## src/rtl/sb_1237_uart_pkg.sv

```systemverilog
// Shared constants and state encodings for the status-message UART transmitter.
package sb_1237_uart_pkg;

  localparam int DEF_CLKS_PER_BIT = 434;  // 50 MHz / 115200 baud
  localparam int DEF_MAX_LEN      = 16;

  typedef enum logic [1:0] {
    MSG_IDLE,
    MSG_SEND,
    MSG_DONE
  } msg_state_e;

  typedef enum logic [2:0] {
    BYTE_IDLE,
    BYTE_START,
    BYTE_DATA,
    BYTE_STOP,
    BYTE_GAP
  } byte_state_e;

endpackage

```

## src/rtl/sb_1237_uart_byte_tx.sv

```systemverilog
// 8N1 byte serializer with a one-clock idle GAP after each stop bit.
// A load seen during GAP chains straight into the next start bit.
module sb_1237_uart_byte_tx
  import sb_1237_uart_pkg::*;
#(
  parameter int CLKS_PER_BIT = DEF_CLKS_PER_BIT
) (
  input  logic       clk,
  input  logic       rst,
  input  logic       load,
  input  logic [7:0] data,
  output logic       tx,
  output logic       byte_done,
  output logic       stop_last
);

  localparam int BAUD_W = (CLKS_PER_BIT > 1) ? $clog2(CLKS_PER_BIT) : 1;
  localparam logic [BAUD_W-1:0] BAUD_LAST = BAUD_W'(CLKS_PER_BIT - 1);

  byte_state_e       state_q, state_d;
  logic [BAUD_W-1:0] baud_q, baud_d;
  logic [2:0]        bit_q, bit_d;
  logic [7:0]        shift_q, shift_d;
  logic              tx_q, tx_d;
  logic              baud_end;

  assign baud_end = (baud_q == BAUD_LAST);

  always_comb begin
    state_d = state_q;
    baud_d  = baud_q;
    bit_d   = bit_q;
    shift_d = shift_q;
    tx_d    = tx_q;
    case (state_q)
      BYTE_IDLE: begin
        tx_d = 1'b1;
        if (load) begin
          state_d = BYTE_START;
          baud_d  = '0;
          shift_d = data;
          tx_d    = 1'b0;
        end
      end
      BYTE_START: begin
        if (baud_end) begin
          state_d = BYTE_DATA;
          baud_d  = '0;
          bit_d   = '0;
          tx_d    = shift_q[0];
        end else begin
          baud_d = baud_q + 1'b1;
        end
      end
      BYTE_DATA: begin
        if (baud_end) begin
          baud_d = '0;
          if (bit_q == 3'd7) begin
            state_d = BYTE_STOP;
            tx_d    = 1'b1;
          end else begin
            bit_d   = bit_q + 3'd1;
            shift_d = {1'b0, shift_q[7:1]};
            tx_d    = shift_q[1];
          end
        end else begin
          baud_d = baud_q + 1'b1;
        end
      end
      BYTE_STOP: begin
        if (baud_end) begin
          state_d = BYTE_GAP;
          baud_d  = '0;
          tx_d    = 1'b1;
        end else begin
          baud_d = baud_q + 1'b1;
        end
      end
      BYTE_GAP: begin
        baud_d = '0;
        tx_d   = 1'b1;
        if (load) begin
          state_d = BYTE_START;
          shift_d = data;
          tx_d    = 1'b0;
        end else begin
          state_d = BYTE_IDLE;
        end
      end
      default: begin
        state_d = BYTE_IDLE;
        tx_d    = 1'b1;
      end
    endcase
  end

  always_ff @(posedge clk) begin
    if (rst) begin
      state_q <= BYTE_IDLE;
      baud_q  <= '0;
      bit_q   <= '0;
      shift_q <= '0;
      tx_q    <= 1'b1;
    end else begin
      state_q <= state_d;
      baud_q  <= baud_d;
      bit_q   <= bit_d;
      shift_q <= shift_d;
      tx_q    <= tx_d;
    end
  end

  // stop_last warns the owner one clock early so its done lands on the GAP cycle.
  assign tx        = tx_q;
  assign byte_done = (state_q == BYTE_GAP);
  assign stop_last = (state_q == BYTE_STOP) && baud_end;

endmodule

```

## src/rtl/sb_1237_msg_uart_tx.sv

```systemverilog
// Message-level transmitter: latches a right-aligned string and length, then
// feeds its characters first-to-last into the byte serializer.
module sb_1237_msg_uart_tx
  import sb_1237_uart_pkg::*;
#(
  parameter int CLKS_PER_BIT = DEF_CLKS_PER_BIT,
  parameter int MAX_LEN      = DEF_MAX_LEN
) (
  input  logic                 clk,
  input  logic                 rst,
  input  logic                 transmit,
  input  logic [8*MAX_LEN-1:0] str,
  input  logic [7:0]           str_len,
  output logic                 tx,
  output logic                 busy,
  output logic                 done
);

  localparam int LEN_W = $clog2(MAX_LEN + 1);
  localparam logic [LEN_W-1:0] LEN_MAX = LEN_W'(MAX_LEN);

  msg_state_e           state_q, state_d;
  logic [8*MAX_LEN-1:0] msg_q, msg_d;
  logic [LEN_W-1:0]     len_q, len_d;
  logic [LEN_W-1:0]     k_q, k_d;
  logic                 busy_q, busy_d;
  logic                 done_q, done_d;

  logic [LEN_W-1:0]     len_clamped;
  logic [LEN_W-1:0]     acc_idx;
  logic [LEN_W-1:0]     send_idx;
  logic                 load;
  logic [7:0]           byte_data;
  logic                 byte_done;
  logic                 stop_last;

  assign len_clamped = (str_len > 8'(MAX_LEN)) ? LEN_MAX : LEN_W'(str_len);
  // Character k sits at byte lane len-1-k; during GAP we fetch lane for k+1.
  assign acc_idx  = len_clamped - LEN_W'(1);
  assign send_idx = len_q - k_q - LEN_W'(2);

  always_comb begin
    state_d   = state_q;
    msg_d     = msg_q;
    len_d     = len_q;
    k_d       = k_q;
    busy_d    = busy_q;
    done_d    = 1'b0;
    load      = 1'b0;
    byte_data = str[8*acc_idx +: 8];
    case (state_q)
      MSG_SEND: begin
        byte_data = msg_q[8*send_idx +: 8];
        if (stop_last && (k_q == len_q - LEN_W'(1))) begin
          state_d = MSG_DONE;
          busy_d  = 1'b0;
          done_d  = 1'b1;
        end else if (byte_done) begin
          k_d  = k_q + LEN_W'(1);
          load = 1'b1;
        end
      end
      default: begin
        // IDLE and DONE both accept a new request.
        state_d = MSG_IDLE;
        if (transmit) begin
          msg_d = str;
          len_d = len_clamped;
          k_d   = '0;
          if (len_clamped == '0) begin
            state_d = MSG_DONE;
            done_d  = 1'b1;
          end else begin
            state_d = MSG_SEND;
            busy_d  = 1'b1;
            load    = 1'b1;
          end
        end
      end
    endcase
  end

  always_ff @(posedge clk) begin
    if (rst) begin
      state_q <= MSG_IDLE;
      msg_q   <= '0;
      len_q   <= '0;
      k_q     <= '0;
      busy_q  <= 1'b0;
      done_q  <= 1'b0;
    end else begin
      state_q <= state_d;
      msg_q   <= msg_d;
      len_q   <= len_d;
      k_q     <= k_d;
      busy_q  <= busy_d;
      done_q  <= done_d;
    end
  end

  sb_1237_uart_byte_tx #(
    .CLKS_PER_BIT(CLKS_PER_BIT)
  ) u_byte_tx (
    .clk      (clk),
    .rst      (rst),
    .load     (load),
    .data     (byte_data),
    .tx       (tx),
    .byte_done(byte_done),
    .stop_last(stop_last)
  );

  assign busy = busy_q;
  assign done = done_q;

endmodule

```

## config.mk

```make
export PLATFORM = sky130hd
export DESIGN_NAME = sb_1237_msg_uart_tx
export DESIGN_NICKNAME = d
export VERILOG_FILES = /design/src/rtl/sb_1237_uart_pkg.sv /design/src/rtl/sb_1237_uart_byte_tx.sv /design/src/rtl/sb_1237_msg_uart_tx.sv
export SDC_FILE = /design/constraint.sdc
export NUM_CORES = 1
export LEC_CHECK = 0
export CAP_MARGIN = 20
export CORE_MARGIN = 4
export CORE_UTILIZATION = 49
export DETAILED_ROUTE_END_ITERATION = 10
export GPL_ROUTABILITY_DRIVEN = 0
export PLACE_DENSITY = 0.77
export SKIP_CTS_REPAIR_TIMING = 1
export SLEW_MARGIN = 25
export SYNTH_ARGS = -nofsm -noshare
export SYNTH_HDL_FRONTEND = slang
export SYNTH_HIERARCHICAL = 1
export SYNTH_SLANG_ARGS = --single-unit
```

## constraint.sdc

```tcl
create_clock -name clk -period 3.25 [get_ports clk]
set_input_delay 0.325 -clock clk [delete_from_list [all_inputs] [get_ports clk]]
set_output_delay 0.325 -clock clk [all_outputs]
set_load 0.02 [all_outputs]
```

==> reports/qor.csv <==
stage,metric,value,unit
setup_path,CP Max Fanout,7,
yosys,Post-Syn Area,8751,um2
setup_path,CP required,3.55,ns
sta,Hold Fails Final Rpt,0,
clocking,CTS H-tree lvls,4,
floorplan,die width,141.6,um
finish,Final Net Count,1240,
sta,RSZ-0062 raised after global routing,yes,
finish,multi-input logic area,5146,um2
grt,largest net degree at the start of global routing,85,
yosys,Cell variety after synth,66,
sta,Setup Skew,0.008501,ns
sta,slew margin rel.,28.62,%
sta,worst slew pin tran,1.062,ns
finish,# diodes,0,
flow_run,max_cap viols,0,
clocking,worst skew pair latency,0.43,ns
setup_path,"delay-heaviest family, CP",adder cells,
yosys,Synthesis Warnings,6,
drt,WL per Instance,19.20,um
clocking,CTS root buf,clkbuf_16,
setup_path,critical path cell sequence,inv_2 > ha_4 > inv_2 > ha_4 > inv_2 > fa_2 > buf_12 > mux4_2 > a221oi_2 > o221ai_1 > a221oi_2 > nor3_1,
sta,final count of pins violating max slew,0,
yosys,Post-Synthesis Cells,968,
yosys,top_reg_cell synth,dfxtp_1,
clocking,clock sinks,166,
drt,DR pass1 iterations,7,
pwr,Pwr Density,444.3,nW/um2
floorplan,Core ar.,17420,um2
floorplan,Die Footprint,20060,um2
drt,via total after detailed routing,7910,
finish,fin util,64.07,%
clocking,clock-pin transition on the worst setup and hold timing paths,0.07,ns
setup_path,WP data arrival,3.55,ns
grt,number of global-route vias before repair,7728,
clocking,CTS tree,built,
yosys,post-synth net total,1122,
sta,achievable clock frequency,307.5,MHz
yosys,Post-synth EDFFs,0,
finish,layout cell share with drive strength beyond 1,15.20,%
yosys,Syn Area/Cell,9.040,um2
placement,Port Buf Inserts,141,
yosys,#FFs+latches synth,166,
hold_path,Hold WC Path Type,flop to flop,
grt,initial antenna violation count,2,
run_status,failing checks,setup timing,
pwr,worst vdd ir,0.3928,mV
yosys,sequential cell area fraction in the yosys report,37.98,%
setup_path,CP Launch Type,flop,
floorplan,die height,141.6,um
setup_path,Worst path most repeated cell,inv_2,
setup_path,crit path kind,flop to flop,
drt,# DRC,0,
floorplan,Initial Utilization,50.24,%
placement,HPWL Detailed,17.62,mm
drt,final wirelength,25.42,mm
run_status,status,"complete, but fails checks",
sta,Setup WS post-layout,-0.002312,ns
drt,initial DRC count,765,
sta,fin crit period,3.252,ns
grt,gr usage total,24.53,%
clocking,clk buf depth,2,
finish,FF/Latch Area,3327,um2
grt,Congestion Overflow GR,0,
drt,Post-DRT Antenna Nets,0,
setup_path,Worst path max stage delay,0.72,ns
pwr,Leakage,4.009,nW
drt,vias per std cell,5.974,
floorplan,Rows,48,
setup_path,CP endpoint kind,flop,
sta,final number of setup-violating endpoints,1,
setup_path,"slowest stage cell, crit path",fa_2,
floorplan,I/O Pins,142,
grt,first-pass GRT wire length,39.25,mm
sta,period utilisation layout,100.1,%
clocking,clock buffer count from CTS,17,
finish,fillers,1464,
setup_path,Buf/Inv on CP,4,
yosys,ys async rst share,0,%
finish,P&R area growth vs syn,27.51,%
pwr,total power,4.957,mW
-- final timing paths --
check	start	depth (start not counted)	slack, ns	endpoint
min reg2reg	msg_q[12]	2	0.45	msg_q[12]
max	len_q[1]	12	-0.002	u_byte_tx/shift_q[5]
max reg2reg	len_q[1]	12	-0.002	u_byte_tx/shift_q[5]
min	msg_q[12]	2	0.45	msg_q[12]
-- report_power, final --
part	switching [mW]	internal, mW	leakage, nW
combinational	0.415	0.412	2.39
sequential	0.0686	2.15	1.36
clock	0.878	1.03	0.254
total	1.36	3.60	4.01
-- stage by stage --
| step | TNS [ns] | area (um2) | worst slack, ns | std cells | hold slack (ns) |
|---|---|---|---|---|---|
| final | -0.002312 | 11160 | -0.002312 | 1324 | 0.4523 |
| after global routing | -0.3308 | 11160 | -0.08288 | 1324 | 0.4688 |
| after detailed placement | -0.5343 | 10410 | -0.1095 | 1288 | 0.4442 |
| after CTS | -0.09448 | 10960 | -0.05577 | 1320 | 0.4532 |
| after global placement | -0.1980 | 10410 | -0.05100 | 1288 | 0.4383 |
| after floorplan | 0 | 8756 | 0.01763 | 968 | 0.4331 |
-- placed cells by master, fill, tap and decap left out, types with 7 or more instances in the layout --
master	n
nand2_1	269
dfxtp_1	163
clkdlybuf4s50_1	140
a21oi_1	139
mux4_2	58
nor2_1	30
buf_4	27
nor3_1	23
clkbuf_16	19
inv_1	13
a221oi_2	13
nor2b_1	12
a22oi_1	11
nand3_1	10
ha_1	10
mux2i_1	9
a22o_1	8
xnor2_1	7
xor2_1	7
mux4_1	7
o221ai_1	7
-- worst register-to-register path, cell delays in order, from the launching register on --
cell	delay, ns
dfxtp_2	0.34
inv_2	0.05
ha_4	0.21
inv_2	0.06
ha_4	0.13
inv_2	0.04
fa_2	0.72
buf_12	0.19
mux4_2	0.51
a221oi_2	0.30
o221ai_1	0.20
a221oi_2	0.29
nor3_1	0.08
-- state kept, by name, indices dropped and copies added (netlist names) --
name	flops
u_byte_tx/bit_q	3
len_q	5
u_byte_tx/shift_q	8
msg_q	128
state_q	2
u_byte_tx/baud_q	9
u_byte_tx/tx	1
u_byte_tx/state_q	3
busy	1
k_q	5
done	1
-- cell families after synthesis --
group                    after synthesis  share of synthesized area, %
AO/OA/AOI/OAI                        219                         15.91
XOR/XNOR                              15                         1.673
adder cells (fa/ha/maj)               15                         2.231
buffers and inverters                 95                         4.790
flip-flops                           166                         37.98
multiplexers                          74                         18.06
AND/OR/NAND/NOR                      384                         19.36
-- cell type report --
class | count | area share (%)
Clock inverter | 11 | 0.8074
Tap cell | 225 | 2.523
Sequential cell | 166 | 29.82
Clock buffer | 21 | 4.126
Multi-Input combinational cell | 707 | 46.12
Timing Repair Buffer | 176 | 16.00
Inverter | 18 | 0.6055
-- cell usage after synthesis (5+ instances only) --
cell type / instances / area share (%)
nand2_1: 270 / 12
dfxtp_1: 166 / 38
a21oi_1: 139 / 7.9
mux4_2: 58 / 15
clkbuf_1: 55 / 2.4
nor2_1: 30 / 1.3
nor3_1: 23 / 1.3
inv_1: 18 / 0.77
a221oi_1: 15 / 1.5
ha_1: 14 / 2.0
nor2b_1: 12 / 0.86
a22oi_1: 11 / 0.94
buf_2: 11 / 0.63
nand3_1: 11 / 0.63
mux2i_1: 9 / 1.0
a22o_1: 8 / 0.80
buf_4: 7 / 0.60
mux4_1: 7 / 2.1
o221ai_1: 7 / 0.70
xnor2_1: 7 / 0.70
xor2_1: 7 / 0.70
nand2b_1: 5 / 0.36
o31ai_1: 5 / 0.43
-- metal layers --
| metal | vias up | GRT usage [%] | wire length (um) |
|---|---|---|---|
| met5 | - | 0 | 32 |
| met4 | 4 | 9.293 | 852 |
| met3 | 65 | 4.887 | 1655 |
| met2 | 335 | 42.29 | 12900 |
| met1 | 3796 | 30.43 | 9976 |
| li1 | 3710 | - | - |
(Power assumes the default switching activity.)
